File: src/rtl/note_draw_sequencer_pkg.sv
`default_nettype none
// +----------------------------------------------------------------+
// | note_draw_sequencer_pkg: FSM states, grid defaults and colours  |
// | Rev 1.0                                                         |
// +----------------------------------------------------------------+
package note_draw_sequencer_pkg;

  localparam int COLS_DEF = 5;
  localparam int ROWS_DEF = 8;

  typedef enum logic [3:0] {
    S_IDLE,
    S_CLR_LOAD,
    S_CLR_SCAN,
    S_CLR_WAIT,
    S_SHIFT,
    S_DRW_LOAD,
    S_DRW_SCAN,
    S_DRW_WAIT,
    S_DONE
  } state_t;

  // 3-bit RGB per note column, indexed by col_idx (1..5)
  localparam logic [2:0] COLOUR_GREEN  = 3'b010;
  localparam logic [2:0] COLOUR_RED    = 3'b100;
  localparam logic [2:0] COLOUR_YELLOW = 3'b110;
  localparam logic [2:0] COLOUR_BLUE   = 3'b001;
  localparam logic [2:0] COLOUR_ORANGE = 3'b101;

  function automatic logic [2:0] col_colour(input logic [2:0] idx);
    case (idx)
      3'd1:    col_colour = COLOUR_GREEN;
      3'd2:    col_colour = COLOUR_RED;
      3'd3:    col_colour = COLOUR_YELLOW;
      3'd4:    col_colour = COLOUR_BLUE;
      3'd5:    col_colour = COLOUR_ORANGE;
      default: col_colour = 3'b000;
    endcase
  endfunction

endpackage
`default_nettype wire

File: src/rtl/note_draw_sequencer_if.sv
`default_nettype none
// +----------------------------------------------------------------+
// | note_draw_sequencer_if: beat, note-register and plotter signals |
// | Rev 1.0                                                         |
// +----------------------------------------------------------------+
interface note_draw_sequencer_if #(
  parameter int COLS = 5
) ();
  logic            i_beat;
  logic            i_pause;
  logic            i_stop;
  logic [COLS-1:0] i_row_data;
  logic            i_plot_ack;
  logic [2:0]      o_row_addr;
  logic [2:0]      o_col_idx;
  logic [8:0]      o_x_out;
  logic [7:0]      o_y_out;
  logic            o_plot_req;
  logic            o_plot_erase;
  logic            o_shift_en;
  logic            o_busy;
  logic            o_frame_done;
  logic            o_overrun;

  modport slave (
    input  i_beat, i_pause, i_stop, i_row_data, i_plot_ack,
    output o_row_addr, o_col_idx, o_x_out, o_y_out, o_plot_req,
           o_plot_erase, o_shift_en, o_busy, o_frame_done, o_overrun
  );

  modport master (
    output i_beat, i_pause, i_stop, i_row_data, i_plot_ack,
    input  o_row_addr, o_col_idx, o_x_out, o_y_out, o_plot_req,
           o_plot_erase, o_shift_en, o_busy, o_frame_done, o_overrun
  );
endinterface
`default_nettype wire

File: src/rtl/note_draw_sequencer_coord.sv
`default_nettype none
// +----------------------------------------------------------------+
// | note_cell_coord: grid row/column to cell top-left pixel         |
// | Rev 1.0                                                         |
// +----------------------------------------------------------------+
module note_cell_coord #(
  parameter logic [8:0] X_ORIGIN  = 9'd100,
  parameter logic [8:0] COL_PITCH = 9'd24,
  parameter logic [7:0] Y_ORIGIN  = 8'd16,
  parameter logic [7:0] ROW_PITCH = 8'd28
) (
  input  wire logic [2:0] i_row,
  input  wire logic [2:0] i_col,
  output logic      [8:0] o_x,
  output logic      [7:0] o_y
);
  // products deliberately wrap at output width
  assign o_x = X_ORIGIN + 9'(i_col) * COL_PITCH;
  assign o_y = Y_ORIGIN + 8'(i_row) * ROW_PITCH;
endmodule
`default_nettype wire

File: src/rtl/note_draw_sequencer.sv
`default_nettype none
// +----------------------------------------------------------------+
// | note_draw_sequencer: per-beat erase / shift / draw controller   |
// | Rev 1.0                                                         |
// +----------------------------------------------------------------+
module note_draw_sequencer
  import note_draw_sequencer_pkg::*;
#(
  parameter int         COLS      = COLS_DEF,
  parameter int         ROWS      = ROWS_DEF,
  parameter logic [8:0] X_ORIGIN  = 9'd100,
  parameter logic [8:0] COL_PITCH = 9'd24,
  parameter logic [7:0] Y_ORIGIN  = 8'd16,
  parameter logic [7:0] ROW_PITCH = 8'd28
) (
  input wire logic             clk,
  input wire logic             resetn,
  note_draw_sequencer_if.slave bus
);
  localparam logic [2:0] LAST_COL = 3'(COLS - 1);
  localparam logic [2:0] COL_END  = 3'(COLS);
  localparam logic [2:0] LAST_ROW = 3'(ROWS - 1);

  state_t          r_state, w_next;
  logic [2:0]      r_row, w_row, r_col, w_col;
  logic [COLS-1:0] r_shadow, w_shadow;
  logic            r_pending, w_pending, r_abort, w_abort, r_overrun, w_overrun;
  logic [2:0]      r_col_idx, w_col_idx;
  logic [8:0]      r_x, w_x, w_cell_x;
  logic [7:0]      r_y, w_y, w_cell_y;
  logic            r_plot_req, w_plot_req, r_plot_erase, w_plot_erase;
  logic            r_shift_en, w_shift_en, r_busy, w_busy, r_frame_done, w_frame_done;
  logic            w_clr_phase, w_in_scan, w_in_wait, w_bit, w_beat_ok;
  logic [7:0]      w_shadow_ext;

  note_cell_coord #(
    .X_ORIGIN (X_ORIGIN),
    .COL_PITCH(COL_PITCH),
    .Y_ORIGIN (Y_ORIGIN),
    .ROW_PITCH(ROW_PITCH)
  ) u_coord (
    .i_row(r_row),
    .i_col(r_col),
    .o_x  (w_cell_x),
    .o_y  (w_cell_y)
  );

  always_comb begin
    w_next       = r_state;
    w_row        = r_row;
    w_col        = r_col;
    w_shadow     = r_shadow;
    w_pending    = r_pending;
    w_abort      = r_abort;
    w_overrun    = r_overrun;
    w_clr_phase  = (r_state == S_CLR_LOAD) || (r_state == S_CLR_SCAN) || (r_state == S_CLR_WAIT);
    w_in_scan    = (r_state == S_CLR_SCAN) || (r_state == S_DRW_SCAN);
    w_in_wait    = (r_state == S_CLR_WAIT) || (r_state == S_DRW_WAIT);
    // zero-extended so the one-past-last column index stays in range
    w_shadow_ext = 8'(r_shadow);
    w_bit        = w_shadow_ext[r_col];
    w_beat_ok    = bus.i_beat & ~bus.i_pause & ~bus.i_stop;

    if (r_state != S_IDLE && w_beat_ok) begin
      if (r_pending) w_overrun = 1'b1;
      else           w_pending = 1'b1;
    end
    if (bus.i_stop) w_pending = 1'b0;

    case (r_state)
      S_IDLE: begin
        if ((bus.i_beat | r_pending) & ~bus.i_pause & ~bus.i_stop) begin
          w_next    = S_CLR_LOAD;
          w_row     = '0;
          w_pending = 1'b0;
        end
      end
      S_CLR_LOAD, S_DRW_LOAD: begin
        w_shadow = bus.i_row_data;
        w_col    = '0;
        w_next   = w_clr_phase ? S_CLR_SCAN : S_DRW_SCAN;
      end
      S_CLR_SCAN, S_DRW_SCAN: begin
        if ((r_col == COL_END) || (r_col == LAST_COL && !w_bit)) begin
          if (r_row == LAST_ROW) begin
            w_next = w_clr_phase ? S_SHIFT : S_DONE;
          end else begin
            w_row  = r_row + 3'd1;
            w_next = w_clr_phase ? S_CLR_LOAD : S_DRW_LOAD;
          end
        end else if (w_bit) begin
          w_next = w_clr_phase ? S_CLR_WAIT : S_DRW_WAIT;
        end else begin
          w_col = r_col + 3'd1;
        end
      end
      S_CLR_WAIT, S_DRW_WAIT: begin
        // a stop seen during the wait is remembered until the ack arrives
        if (bus.i_stop) w_abort = 1'b1;
        if (bus.i_plot_ack) begin
          if (bus.i_stop || r_abort) begin
            w_next = S_IDLE;
          end else begin
            w_col  = r_col + 3'd1;
            w_next = w_clr_phase ? S_CLR_SCAN : S_DRW_SCAN;
          end
        end
      end
      S_SHIFT: begin
        w_row  = '0;
        w_next = S_DRW_LOAD;
      end
      S_DONE:  w_next = S_IDLE;
      default: w_next = S_IDLE;
    endcase

    if (bus.i_stop && r_state != S_IDLE && !w_in_wait) w_next = S_IDLE;
    if (w_next == S_IDLE) w_abort = 1'b0;

    w_plot_req   = (w_next == S_CLR_WAIT) || (w_next == S_DRW_WAIT);
    w_plot_erase = (w_next == S_CLR_WAIT);
    w_shift_en   = (w_next == S_SHIFT);
    w_frame_done = (w_next == S_DONE);
    w_busy       = (w_next != S_IDLE);

    w_x       = r_x;
    w_y       = r_y;
    w_col_idx = r_col_idx;
    if (w_in_scan && w_plot_req) begin
      w_x       = w_cell_x;
      w_y       = w_cell_y;
      w_col_idx = r_col + 3'd1;
    end else if (w_next == S_IDLE) begin
      w_col_idx = '0;
    end
  end

  always_ff @(posedge clk or negedge resetn) begin
    if (!resetn) begin
      r_state      <= S_IDLE;
      r_row        <= '0;
      r_col        <= '0;
      r_shadow     <= '0;
      r_pending    <= 1'b0;
      r_abort      <= 1'b0;
      r_overrun    <= 1'b0;
      r_col_idx    <= '0;
      r_x          <= '0;
      r_y          <= '0;
      r_plot_req   <= 1'b0;
      r_plot_erase <= 1'b0;
      r_shift_en   <= 1'b0;
      r_busy       <= 1'b0;
      r_frame_done <= 1'b0;
    end else begin
      r_state      <= w_next;
      r_row        <= w_row;
      r_col        <= w_col;
      r_shadow     <= w_shadow;
      r_pending    <= w_pending;
      r_abort      <= w_abort;
      r_overrun    <= w_overrun;
      r_col_idx    <= w_col_idx;
      r_x          <= w_x;
      r_y          <= w_y;
      r_plot_req   <= w_plot_req;
      r_plot_erase <= w_plot_erase;
      r_shift_en   <= w_shift_en;
      r_busy       <= w_busy;
      r_frame_done <= w_frame_done;
    end
  end

  assign bus.o_row_addr   = r_row;
  assign bus.o_col_idx    = r_col_idx;
  assign bus.o_x_out      = r_x;
  assign bus.o_y_out      = r_y;
  assign bus.o_plot_req   = r_plot_req;
  assign bus.o_plot_erase = r_plot_erase;
  assign bus.o_shift_en   = r_shift_en;
  assign bus.o_busy       = r_busy;
  assign bus.o_frame_done = r_frame_done;
  assign bus.o_overrun    = r_overrun;
endmodule
`default_nettype wire

File: src/flat_wrapper.sv
// flat-port wrapper written by rule: the top's interface ports become plain ports
module note_draw_sequencer_flat import note_draw_sequencer_pkg::*;
#(
  parameter int         COLS      = COLS_DEF,
  parameter int         ROWS      = ROWS_DEF,
  parameter logic [8:0] X_ORIGIN  = 9'd100,
  parameter logic [8:0] COL_PITCH = 9'd24,
  parameter logic [7:0] Y_ORIGIN  = 8'd16,
  parameter logic [7:0] ROW_PITCH = 8'd28
)
  (clk, resetn, bus_i_beat, bus_i_pause, bus_i_stop, bus_i_row_data, bus_i_plot_ack, bus_o_row_addr, bus_o_col_idx, bus_o_x_out, bus_o_y_out, bus_o_plot_req, bus_o_plot_erase, bus_o_shift_en, bus_o_busy, bus_o_frame_done, bus_o_overrun);
  note_draw_sequencer_if #(.COLS(COLS)) bus_i ();
  input wire logic clk;
  input wire logic resetn;
  input wire logic [$bits(bus_i.i_beat)-1:0] bus_i_beat;
  input wire logic [$bits(bus_i.i_pause)-1:0] bus_i_pause;
  input wire logic [$bits(bus_i.i_stop)-1:0] bus_i_stop;
  input wire logic [$bits(bus_i.i_row_data)-1:0] bus_i_row_data;
  input wire logic [$bits(bus_i.i_plot_ack)-1:0] bus_i_plot_ack;
  output wire logic [$bits(bus_i.o_row_addr)-1:0] bus_o_row_addr;
  output wire logic [$bits(bus_i.o_col_idx)-1:0] bus_o_col_idx;
  output wire logic [$bits(bus_i.o_x_out)-1:0] bus_o_x_out;
  output wire logic [$bits(bus_i.o_y_out)-1:0] bus_o_y_out;
  output wire logic [$bits(bus_i.o_plot_req)-1:0] bus_o_plot_req;
  output wire logic [$bits(bus_i.o_plot_erase)-1:0] bus_o_plot_erase;
  output wire logic [$bits(bus_i.o_shift_en)-1:0] bus_o_shift_en;
  output wire logic [$bits(bus_i.o_busy)-1:0] bus_o_busy;
  output wire logic [$bits(bus_i.o_frame_done)-1:0] bus_o_frame_done;
  output wire logic [$bits(bus_i.o_overrun)-1:0] bus_o_overrun;
  assign bus_i.i_beat = bus_i_beat;
  assign bus_i.i_pause = bus_i_pause;
  assign bus_i.i_stop = bus_i_stop;
  assign bus_i.i_row_data = bus_i_row_data;
  assign bus_i.i_plot_ack = bus_i_plot_ack;
  assign bus_o_row_addr = bus_i.o_row_addr;
  assign bus_o_col_idx = bus_i.o_col_idx;
  assign bus_o_x_out = bus_i.o_x_out;
  assign bus_o_y_out = bus_i.o_y_out;
  assign bus_o_plot_req = bus_i.o_plot_req;
  assign bus_o_plot_erase = bus_i.o_plot_erase;
  assign bus_o_shift_en = bus_i.o_shift_en;
  assign bus_o_busy = bus_i.o_busy;
  assign bus_o_frame_done = bus_i.o_frame_done;
  assign bus_o_overrun = bus_i.o_overrun;
  note_draw_sequencer #(.COLS(COLS), .ROWS(ROWS), .X_ORIGIN(X_ORIGIN), .COL_PITCH(COL_PITCH), .Y_ORIGIN(Y_ORIGIN), .ROW_PITCH(ROW_PITCH)) u_core (.clk(clk), .resetn(resetn), .bus(bus_i));
endmodule
File: config.mk
export PLATFORM = sky130hd
export DESIGN_NAME = note_draw_sequencer_flat
export DESIGN_NICKNAME = d
export VERILOG_FILES = /design/src/rtl/note_draw_sequencer_pkg.sv /design/src/rtl/note_draw_sequencer_if.sv /design/src/rtl/note_draw_sequencer_coord.sv /design/src/rtl/note_draw_sequencer.sv /design/src/flat_wrapper.sv
export SDC_FILE = /design/constraint.sdc
export NUM_CORES = 1
export LEC_CHECK = 0
export BUFFER_PORTS_ARGS = -buffer_cell sky130_fd_sc_hd__clkbuf_2
export CAP_MARGIN = 30
export CORE_AREA = 2 2 82 84
export CTS_CLUSTER_SIZE = 24
export DETAILED_ROUTE_END_ITERATION = 10
export DIE_AREA = 0 0 84 86
export GPL_ROUTABILITY_DRIVEN = 0
export PLACE_DENSITY = 0.61
export SYNTH_ARGS = -nofsm -noshare
export SYNTH_HDL_FRONTEND = slang
export SYNTH_HIERARCHICAL = 1
export SYNTH_SLANG_ARGS = --single-unit
File: constraint.sdc
create_clock -name clk -period 6.7 [get_ports clk]
set_input_delay 1.34 -clock clk [delete_from_list [all_inputs] [get_ports clk]]
set_output_delay 1.34 -clock clk [all_outputs]
set_load 0.005 [all_outputs]
After elaboration in Yosys (flattened, before gate mapping)
Index checks and enable logic that the tools add are counted.
Storage, ports and cells
  register bits: 43
  latch bits: 0
  RAM bits: 0
  ROM bits: 0
  output and inout port bits: 29
  logic and storage cells: 112
  memories: 0
Operators by class
  add/subtract/negate cells: 4
  $mul: 2
  divide/modulo/power cells: 0
  order comparisons: 1
  equality and inequality tests: 21
  shift-type cells: 0
  mux-type cells: 32
  bitwise logic cells: 7
  reduce and logical (&&, ||, !) cells: 30
Operator list (number)
  $mux 3: 12
  $mux 4: 8
  $eq 4x3->1 const B: 6
  $pmux 4 s5: 1
  $pmux 3 s3: 2
  $eq 4x2->1 const B: 3
  $ne 2x2->1 const B: 5
  $add 7x8->9 const A: 1
  $eq 3x3->1 const B: 3
  $add 5x8->8 const A: 1
  $logic_not 4->1: 2
  $mux 1: 8
  $reduce_bool 4->1: 2
  $logic_or 1x1->1: 7
  $add 3x1->3 const B: 2
  $mul 3x3->6 const B: 1
  $reduce_bool 2->1: 3
  $reduce_bool 3->1: 2
  $reduce_or 2->1: 3
  $logic_and 1x1->1: 5
  $mul 3x2->5 const B: 1
  $reduce_and 5->1: 1
  $and 1x1->1: 4
  $eq 4x1->1 const B: 1
  9 further kinds: 13

Depth between registers and ports, before layout
Gate-level depths: netlist of run 1.
  depth after elaboration: 12
  mapped depth: 11
  mapped depth without buffers: 9

Cells and area by module
The synthesis of run 1 kept the hierarchy.
Modules (own cells, without submodules)
  note_draw_sequencer: instances 1, cells an instance 204, area each 2042.0 sq um, sequential area each 1076.0 sq um
  note_cell_coord: instances 1, cells an instance 48, area each 436.7 sq um, sequential area each 0.0 sq um

Worst setup path after synthesis of run 1
No wires, ideal clock.
  kind: in2reg
  from: in bus_i_beat
  to: reg u_core.r_col_idx[2] (netlist: u_core/bus.o_col_idx[2])
  setup time: 0.120 ns
  data arrival time: 2.469 ns
  required time: 6.580 ns
  slack: 4.112 ns
  stages: 6
  buffers on the path: 0
  cell sequence: or2_2 a21oi_1 o22ai_1 nor3_1 a21oi_2 a31o_1
Between the ends
  word-level cells in the longest chain between the ends: 10
  elaborated cells between the ends (all ways): 13
  those cells by class: 2 x eq/ne; 4 x mux; 3 x bitwise; 4 x reduce/logical
RTL lines
  from (decl): line flat_wrapper.sv:15  | input wire logic [$bits(bus_i.i_beat)-1:0] bus_i_beat;
  $or 1x1->1 *: line note_draw_sequencer.sv:72  | if ((bus.i_beat | r_pending) & ~bus.i_pause & ~bus.i_stop) begin
  $and 1x1->1 * (2 in series): line note_draw_sequencer.sv:72
  $mux 4 *: line note_draw_sequencer.sv:72
  $pmux 4 s5 *: line note_draw_sequencer.sv:70  | case (r_state)
  $mux 4 *: line note_draw_sequencer.sv:117  | if (bus.i_stop && r_state != S_IDLE && !w_in_wait) w_next = S_IDLE;
  $eq 4x2->1 or $eq 4x3->1 (tied branches): line note_draw_sequencer.sv:120  | w_plot_req = (w_next == S_CLR_WAIT) || (w_next == S_DRW_WAIT);
  $logic_or 1x1->1: line note_draw_sequencer.sv:120
  $logic_and 1x1->1: line note_draw_sequencer.sv:129  | if (w_in_scan && w_plot_req) begin
  $mux 3 or $reduce_bool 2->1 (tied branches)
  to (signal assigned): line note_draw_sequencer.sv:163  | r_col_idx <= w_col_idx;
  to (decl): line note_draw_sequencer.sv:28  | logic [2:0] r_col_idx, w_col_idx;
Every way passes the cells marked *; elsewhere a longest branch is shown, timed or not.
A chain may end at the register's enable or synchronous reset.

Worst setup path in the final report of run 1
  from: reg u_core.r_col[1]
  to: reg u_core.r_col_idx[1] (netlist: u_core/bus.o_col_idx[1])
Between the ends
  word-level cells in the longest chain between the ends: 12
  elaborated cells between the ends (all ways): 19
  those cells by class: 1 x add/sub; 4 x eq/ne; 7 x mux; 7 x reduce/logical
RTL lines
  from (decl): line note_draw_sequencer.sv:25  | logic [2:0] r_row, w_row, r_col, w_col;
  from (signal assigned): line note_draw_sequencer.sv:158  | r_col <= w_col;
  $bmux 1 s3: line note_draw_sequencer.sv:61  | w_bit = w_shadow_ext[r_col];
  $mux 1 (implied by the code): line note_draw_sequencer.sv:61
  $logic_not 1->1: line note_draw_sequencer.sv:84  | if ((r_col == COL_END) || (r_col == LAST_COL && !w_bit)) begin
  $logic_and 1x1->1: line note_draw_sequencer.sv:84
  $logic_or 1x1->1: line note_draw_sequencer.sv:84
  $mux 4 *: line note_draw_sequencer.sv:84
  $pmux 4 s5 *: line note_draw_sequencer.sv:70
  $mux 4 *: line note_draw_sequencer.sv:117
  via u_core.w_next[1]: line note_draw_sequencer.sv:24  | state_t r_state, w_next;
  $eq 4x2->1 or $eq 4x3->1 (tied branches): line note_draw_sequencer.sv:120
  $logic_or 1x1->1: line note_draw_sequencer.sv:120
  $logic_and 1x1->1: line note_draw_sequencer.sv:129
  $mux 3 or $reduce_bool 2->1 (tied branches)
Mark *: on every way through the listed nets, which the timed path passes. The rest lies on a longest branch. The select of a mux whose other input is x is not followed.

==> results of run 1 <==
[layout make-up]
cell class,instances,share of cell area [%]
Inverter,15,2.022
Multi-Input combinational cell,184,45.01
Clock inverter,1,0.1797
Sequential cell,43,38.63
Clock buffer,6,2.965
Timing Repair Buffer,40,7.727
Tap cell,77,3.459
[state kept, by name, summed over array words and instances, names as in the netlist]
register                 cells
u_core/r_col                 3
u_core/bus.o_busy            1
u_core/r_pending             1
u_core/bus.o_col_idx         3
u_core/bus.o_plot_erase      1
u_core/bus.o_row_addr        3
u_core/r_abort               1
u_core/bus.o_frame_done      1
u_core/r_state               4
u_core/bus.o_overrun         1
u_core/bus.o_plot_req        1
u_core/bus.o_x_out           9
u_core/r_shadow              5
u_core/bus.o_y_out           8
u_core/bus.o_shift_en        1
[report_power, final]
part,internal [mW],switching (mW)
Sequential,0.343,0.0768
Clock,0.0809,0.0856
Combinational,0.182,0.215
[layer usage]
metal | routed length [um] | global-route usage (%) | share of wire, % | vias to the layer above
met4 | 79 | 5.279 | 1.7 | 0
met5 | 0 | 0 | 0 | -
met2 | 2149 | 21.82 | 45 | 46
met3 | 240 | 3.176 | 5.1 | 5
met1 | 2264 | 19.69 | 48 | 849
li1 | - | - | - | 908
[metrics by stage]
| step | cells | area, um2 |
|---|---|---|
| 2_1_floorplan | 255 | 2490 |
| 3_3_place_gp | 358 | 2678 |
| 3_5_place_dp | 359 | 2698 |
| 4_1_cts | 366 | 2785 |
| 5_1_grt | 366 | 2785 |
| 6_report | 366 | 2785 |
[worst paths after layout]
check / start / endpoint / slack, ns / depth (start not counted)
worst max-delay path: u_core/r_col[1]$_DFFE_PN0P_ / u_core/bus.o_col_idx[1]$_DFFE_PN0P_ / 3.96 / 7
worst min-delay path: u_core/bus.o_overrun$_DFFE_PN0P_ / u_core/bus.o_overrun$_DFFE_PN0P_ / 0.47 / 1
worst max register to register: u_core/r_col[1]$_DFFE_PN0P_ / u_core/bus.o_col_idx[1]$_DFFE_PN0P_ / 3.96 / 7
worst min register to register: u_core/bus.o_overrun$_DFFE_PN0P_ / u_core/bus.o_overrun$_DFFE_PN0P_ / 0.47 / 1
max in group asynchronous: resetn / u_core/bus.o_y_out[6]$_DFFE_PN0P_ / 5.25 / 2
min in group asynchronous: resetn / u_core/r_shadow[1]$_DFFE_PN0P_ / 0.96 / 1
[critical path: cells and delay by family, from the launching register on]
family,cells,cell delay [ns]
fa+ha+maj,1,0.25
compound gates,4,1.20
simple gates,1,0.46
flops,1,0.60
buf+inv,1,0.12
[synthesized netlist by cell type (all sizes together) (2+ instances only)]
cell	instances	area (um2)
conb	2	7.510
o21ai	5	25.02
nand2	62	232.7
or2	2	12.51
nand2b	4	25.02
xnor2	3	26.28
nor2b	8	50.05
nand4b	2	17.52
or3	2	12.51
nor3	5	36.29
ha	16	200.2
a31oi	2	12.51
dfrtp	43	1076
fa	5	100.1
mux2i	2	20.02
a21oi	8	47.55
a31o	4	35.03
and2b	2	15.01
a22o	3	26.28
nor2	13	48.80
buf	13	103.9
o31ai	2	20.02
nor4	2	12.51
inv	15	56.30
and3	2	17.52
mux2	6	67.56
o311ai	2	17.52
o22ai	2	12.51
[cells by family (layout without fill, tap and decap cells)]
family | count (synthesis) | after routing | synth area share, %
AOI/OAI and AO/OA | 38 | 38 | 11.61
xor gates and xnor gates | 4 | 4 | 1.414
adders and majority gates | 21 | 21 | 12.12
buffers and inverters | 28 | 62 | 6.461
DFF | 43 | 43 | 43.41
muxes | 8 | 8 | 3.533
other | 2 | 5 | 0.3030
and+or+nand+nor | 108 | 108 | 21.15
==> results.json, run 1 <==
{
  "worst_path_required_time_ns": 6.88,
  "tightestPinTransition_ns": 0.7098,
  "top_level_ports": 40,
  "wl_mm": 4.735,
  "drtIter0Drc": 177,
  "worst_min_path_class": "flip-flop to flip-flop",
  "synthDistinctLibCells": 50,
  "port_buffers": 39,
  "crit_path_max_incr_delay_ns": 0.60,
  "synth_enable_flop_cells": 0,
  "path_cells": "inv_1 -> ha_1 -> o21ai_0 -> o21ai_0 -> a21oi_2 -> nand2_1 -> a31o_1",
  "max_clock_freq_mhz": 365.0,
  "most-common-layout-cells": "nand2_1 (62), dfrtp_1 (43), clkbuf_2 (39)",
  "multi_input_comb_area_um2": 1254,
  "drt_pass_1_iters": 4,
  "drtAntennaViolNets": 0,
  "fp.coreArea_um2": 6277,
  "postSynth.topFlopCell": "dfrtp_1",
  "gr-usage-all-layers_pct": 14.18,
  "mean_area_per_synthesized_cell_um2": 9.836,
  "drv.max_cap_violation_count": 0,
  "synthesis.yosys.warnings": 6,
  "worstPathArrival_ns": 2.92,
  "critical_path.startpoint_type": "flip-flop",
  "grt_max_degree": 30,
  "clock_path_buffers": 2,
  "vdd.ir_drop.worst_v": 0.0001319,
  "fill_cell_instance_count_of_the_final_layout": 631,
  "drive_above_1_share_pct": 21.80,
  "cts_inserted_buffers": 5,
  "async_reset_ff_share_pct": 100.0,
  "path_common_cell": "o21ai_0",
  "die_area_um2": 7224,
  "crit_path_slowest_cell": "dfrtp_1",
  "routed_wire_length_per_instance_um": 12.94,
  "setup_total_negative_slack_ns": 0,
  "ctsRootBufferMaster": "clkbuf_8",
  "setup_ws_ns": 3.961,
  "design_power_total_mw": 0.9839,
  "p_per_area_nw_per_um2": 353.3,
  "worst_setup_hold_path_clk_slew_ns": 0.08,
  "cts_max_level": 2,
  "finalCoreUtilization_pct": 44.37,
  "start_util_pct": 39.49,
  "drt_drc_violations_left": 0,
  "post_cts_resized": 0,
  "die_y_um": 86,
  "total_inserted_antenna_cells": 0,
  "drt-vias-per-instance": 4.940,
  "route.vias.total": 1808,
  "clkLatencyLatePin_ns": 0.29,
  "hpwl_detailed_mm": 3.475,
  "cts_tree": "built",
  "clkSinkCount": 43,
  "crit_type": "flip-flop to flip-flop",
  "finalMaxSlewViolations": 0,
  "cts_hold_buffers": 0,
  "p_leak_nw": 1.448,
  "layout.cells.most_common": "nand2_1",
  "worst_slew_margin_rel_pct": 52.57,
  "chipWidth_um": 84,
  "min_period_ns": 2.739,
  "placementRows": 29,
  "timing.critical_path.fanout_max": 22,
  "first_global_vias": 1713,
  "sequential_cell_area_um2": 1076,
  "initial_antenna_violation_count": 0,
  "status": "completed",
  "post_synth_instance_area_um2": 2479,
  "grt_pass1_wl_mm": 8.197,
  "timing.hold.ws_ns": 0.4747,
  "grt_setup_unrepaired": "no",
  "fin_nets": 321,
  "synth-seq-cells": 43,
  "setup.worst_path.end_class": "flip-flop",
  "cts_post_setup_buffers_inserted": 0,
  "dp_slack_ns": 3.678,
  "setup_viol_count_final": 0,
  "finalHoldViolations": 0,
  "synthCells": 252,
  "grt_overflow": 0,
  "final_min_period_over_clock_period_pct": 40.89,
  "syn2layout_area_growth_pct": 12.37,
  "synth-seq-area-share_pct": 43.41,
  "finClkSkew_ns": 0.004913
}
Power figures use the tool's default switching activity.
==> inputs of run 2 (changes only) <==
--- a/config.mk
+++ b/config.mk
@@ -12,7 +12,7 @@
 export DETAILED_ROUTE_END_ITERATION = 10
 export DIE_AREA = 0 0 84 86
 export GPL_ROUTABILITY_DRIVEN = 0
-export PLACE_DENSITY = 0.61
+export PLACE_DENSITY = 0.63
 export SYNTH_ARGS = -nofsm -noshare
 export SYNTH_HDL_FRONTEND = slang
 export SYNTH_HIERARCHICAL = 1
==> constraint.sdc (replaced) <==
create_clock -name clk -period 2.3 [get_ports clk]
set_input_delay 0.46 -clock clk [delete_from_list [all_inputs] [get_ports clk]]
set_output_delay 0.46 -clock clk [all_outputs]
set_load 0.005 [all_outputs]
==> results.json, run 2 (synthesis gave the netlist of run 1 again) <==
{
  "placementRows": 29,
  "cts_inserted_buffers": 5,
  "crit_path_max_incr_delay_ns": 0.51,
  "worst_setup_hold_path_clk_slew_ns": 0.09,
  "die_y_um": 86,
  "critical_path.startpoint_type": "flip-flop",
  "setup.worst_path.end_class": "flip-flop",
  "cts_hold_buffers": 0,
  "drv.max_cap_violation_count": 0,
  "layout.cell_area.non_filler_um2": 3053,
  "hpwl_detailed_mm": 3.537,
  "fin_nets": 337,
  "drt-vias-per-instance": 4.927,
  "timing.critical_path.fanout_max": 3,
  "sw_ratio_pct": 36.64,
  "cts_tree": "built",
  "start_util_pct": 39.49,
  "grt_setup_unrepaired": "yes",
  "drive_above_1_share_pct": 31.05,
  "drt_pass_1_iters": 4,
  "total_switching_power_mw": 1.227,
  "finalHoldViolations": 0,
  "worst_path_required_time_ns": 2.49,
  "total_inserted_antenna_cells": 0,
  "ctsRootBufferMaster": "clkbuf_8",
  "first_global_vias": 1890,
  "timing.rr.start": "u_core/bus.o_row_addr[1]$_DFFE_PN0P_",
  "top_level_ports": 40,
  "syn2layout_area_growth_pct": 23.17,
  "die_area_um2": 7224,
  "initial_antenna_violation_count": 0,
  "p_seq_share_pct": 34.2,
  "layout.cells.most_common": "nand2_1",
  "p_leak_nw": 1.562,
  "cts_max_level": 2,
  "grt_overflow": 0,
  "chipWidth_um": 84,
  "drt_drc_violations_left": 0,
  "grt_pass1_wl_mm": 8.700,
  "clock_path_buffers": 2,
  "max_clock_freq_mhz": 443.8,
  "drtIter0Drc": 108,
  "routed_wire_length_per_instance_um": 13.36,
  "power.share.combinational_pct": 44.9,
  "port_buffers": 39,
  "drtAntennaViolNets": 0,
  "status": "completed",
  "finClkSkew_ns": 0.005730,
  "gr-usage-all-layers_pct": 14.84,
  "worst_slew_margin_rel_pct": 63.22,
  "setup_viol_count_final": 0,
  "power_frac_clock_pct": 20.9,
  "crit_type": "flip-flop to flip-flop",
  "min_period_ns": 2.253,
  "clkSinkCount": 43,
  "worstPathArrival_ns": 2.45,
  "postPlaceCellArea_um2": 2805,
  "worst_setup_path_startpoint": "u_core/bus.o_row_addr[1]$_DFFE_PN0P_",
  "vdd.ir_drop.worst_v": 0.0004084,
  "grt_max_degree": 44,
  "wl_mm": 5.115,
  "worst_min_path_class": "input pin to asynchronous set/reset pin",
  "final_min_period_over_clock_period_pct": 97.97,
  "finalMaxSlewViolations": 0,
  "setup_total_negative_slack_ns": 0,
  "largest_reg_flops": 9,
  "route.vias.total": 1887,
  "crit_path_slowest_cell": "fa_1",
  "most-common-layout-cells": "nand2_1 (61), dfrtp_1 (41), clkbuf_2 (39)",
  "clkLatencyLatePin_ns": 0.30,
  "p_per_area_nw_per_um2": 1097,
  "path_cells": "fa_1 -> ha_2 -> fa_1 -> buf_4 -> nand4b_1 -> o2111ai_2 -> o31ai_2 -> nand2_1 -> nand2_1",
  "finalCoreUtilization_pct": 48.63,
  "fp.coreArea_um2": 6277,
  "power_report.internal_total_mw": 2.122,
  "tightestPinTransition_ns": 0.5516
}
==> run 2: final timing paths <==
check / end / slack [ns] / cells past startpoint
max reg2reg: u_core/bus.o_y_out[7]$_DFFE_PN0P_ / 0.05 / 9
min in group clk: u_core/r_shadow[0]$_DFFE_PN0P_ / 0.39 / 2
min reg2reg: u_core/bus.o_y_out[5]$_DFFE_PN0P_ / 0.48 / 2
max: u_core/bus.o_y_out[7]$_DFFE_PN0P_ / 0.05 / 9
max in group asynchronous: u_core/bus.o_row_addr[0]$_DFFE_PN0P_ / 1.67 / 2
min: u_core/bus.o_col_idx[0]$_DFFE_PN0P_ / 0.22 / 2
==> run 2: metal layers <==
metal	wire length, um	share of wire, %	track usage, %
met5	0	0	0
met3	219	4.3	4.235
met2	2492	49	24.44
met4	63	1.2	4.252
met1	2340	46	19.22
==> run 2: area by class of cell <==
type,instances,area (um2)
Tap cell,77,96.34
Fill cell,597,3224
Inverter,15,56.30
Clock buffer,6,72.57
Multi-Input combinational cell,184,1354
Clock inverter,2,60.06
Timing Repair Buffer,56,335.3
Sequential cell,43,1079
==> run 2: power groups by stage <==
stage	Clock (mW)	Sequential, mW	Combinational [mW]
final	0.700	1.14	1.50
after global routing	0.753	1.18	1.68
after CTS	0.726	1.15	1.39
after detailed placement	0	1.16	1.36
after global placement	0	1.16	1.33
after floorplan	0	1.19	0.863
==> run 2: worst max-delay path, delay by kind of cell, from the launching register on <==
family                     cells  cell delay (ns)
AOI/OAI and AO/OA              2             0.20
adders and majority gates      3             1.17
buffers and inverters          1             0.13
DFF                            1             0.42
and+or+nand+nor                3             0.22
==> run 2: per-stage QoR <==
| stage | std cells | worst slack (ns) | hold WS, ns | power [mW] |
|---|---|---|---|---|
| detailed placement | 373 | -0.05465 | 0.4625 | 2.517 |
| floorplan | 255 | -0.003050 | 0.1644 | 2.051 |
| global route | 383 | -0.07490 | 0.2898 | 3.615 |
| finish | 383 | 0.04664 | 0.2217 | 3.349 |
| global placement | 373 | -0.02355 | 0.4576 | 2.489 |
| CTS | 383 | -0.01310 | 0.2498 | 3.260 |
==> run 2: repair_timing <==
action,in CTS,in global routing
pin swaps,8,5
setup endpoints to repair,16,23
gates resized for setup,6,15
endpoints found under the hold margin,0,0
setup buffers,2,0
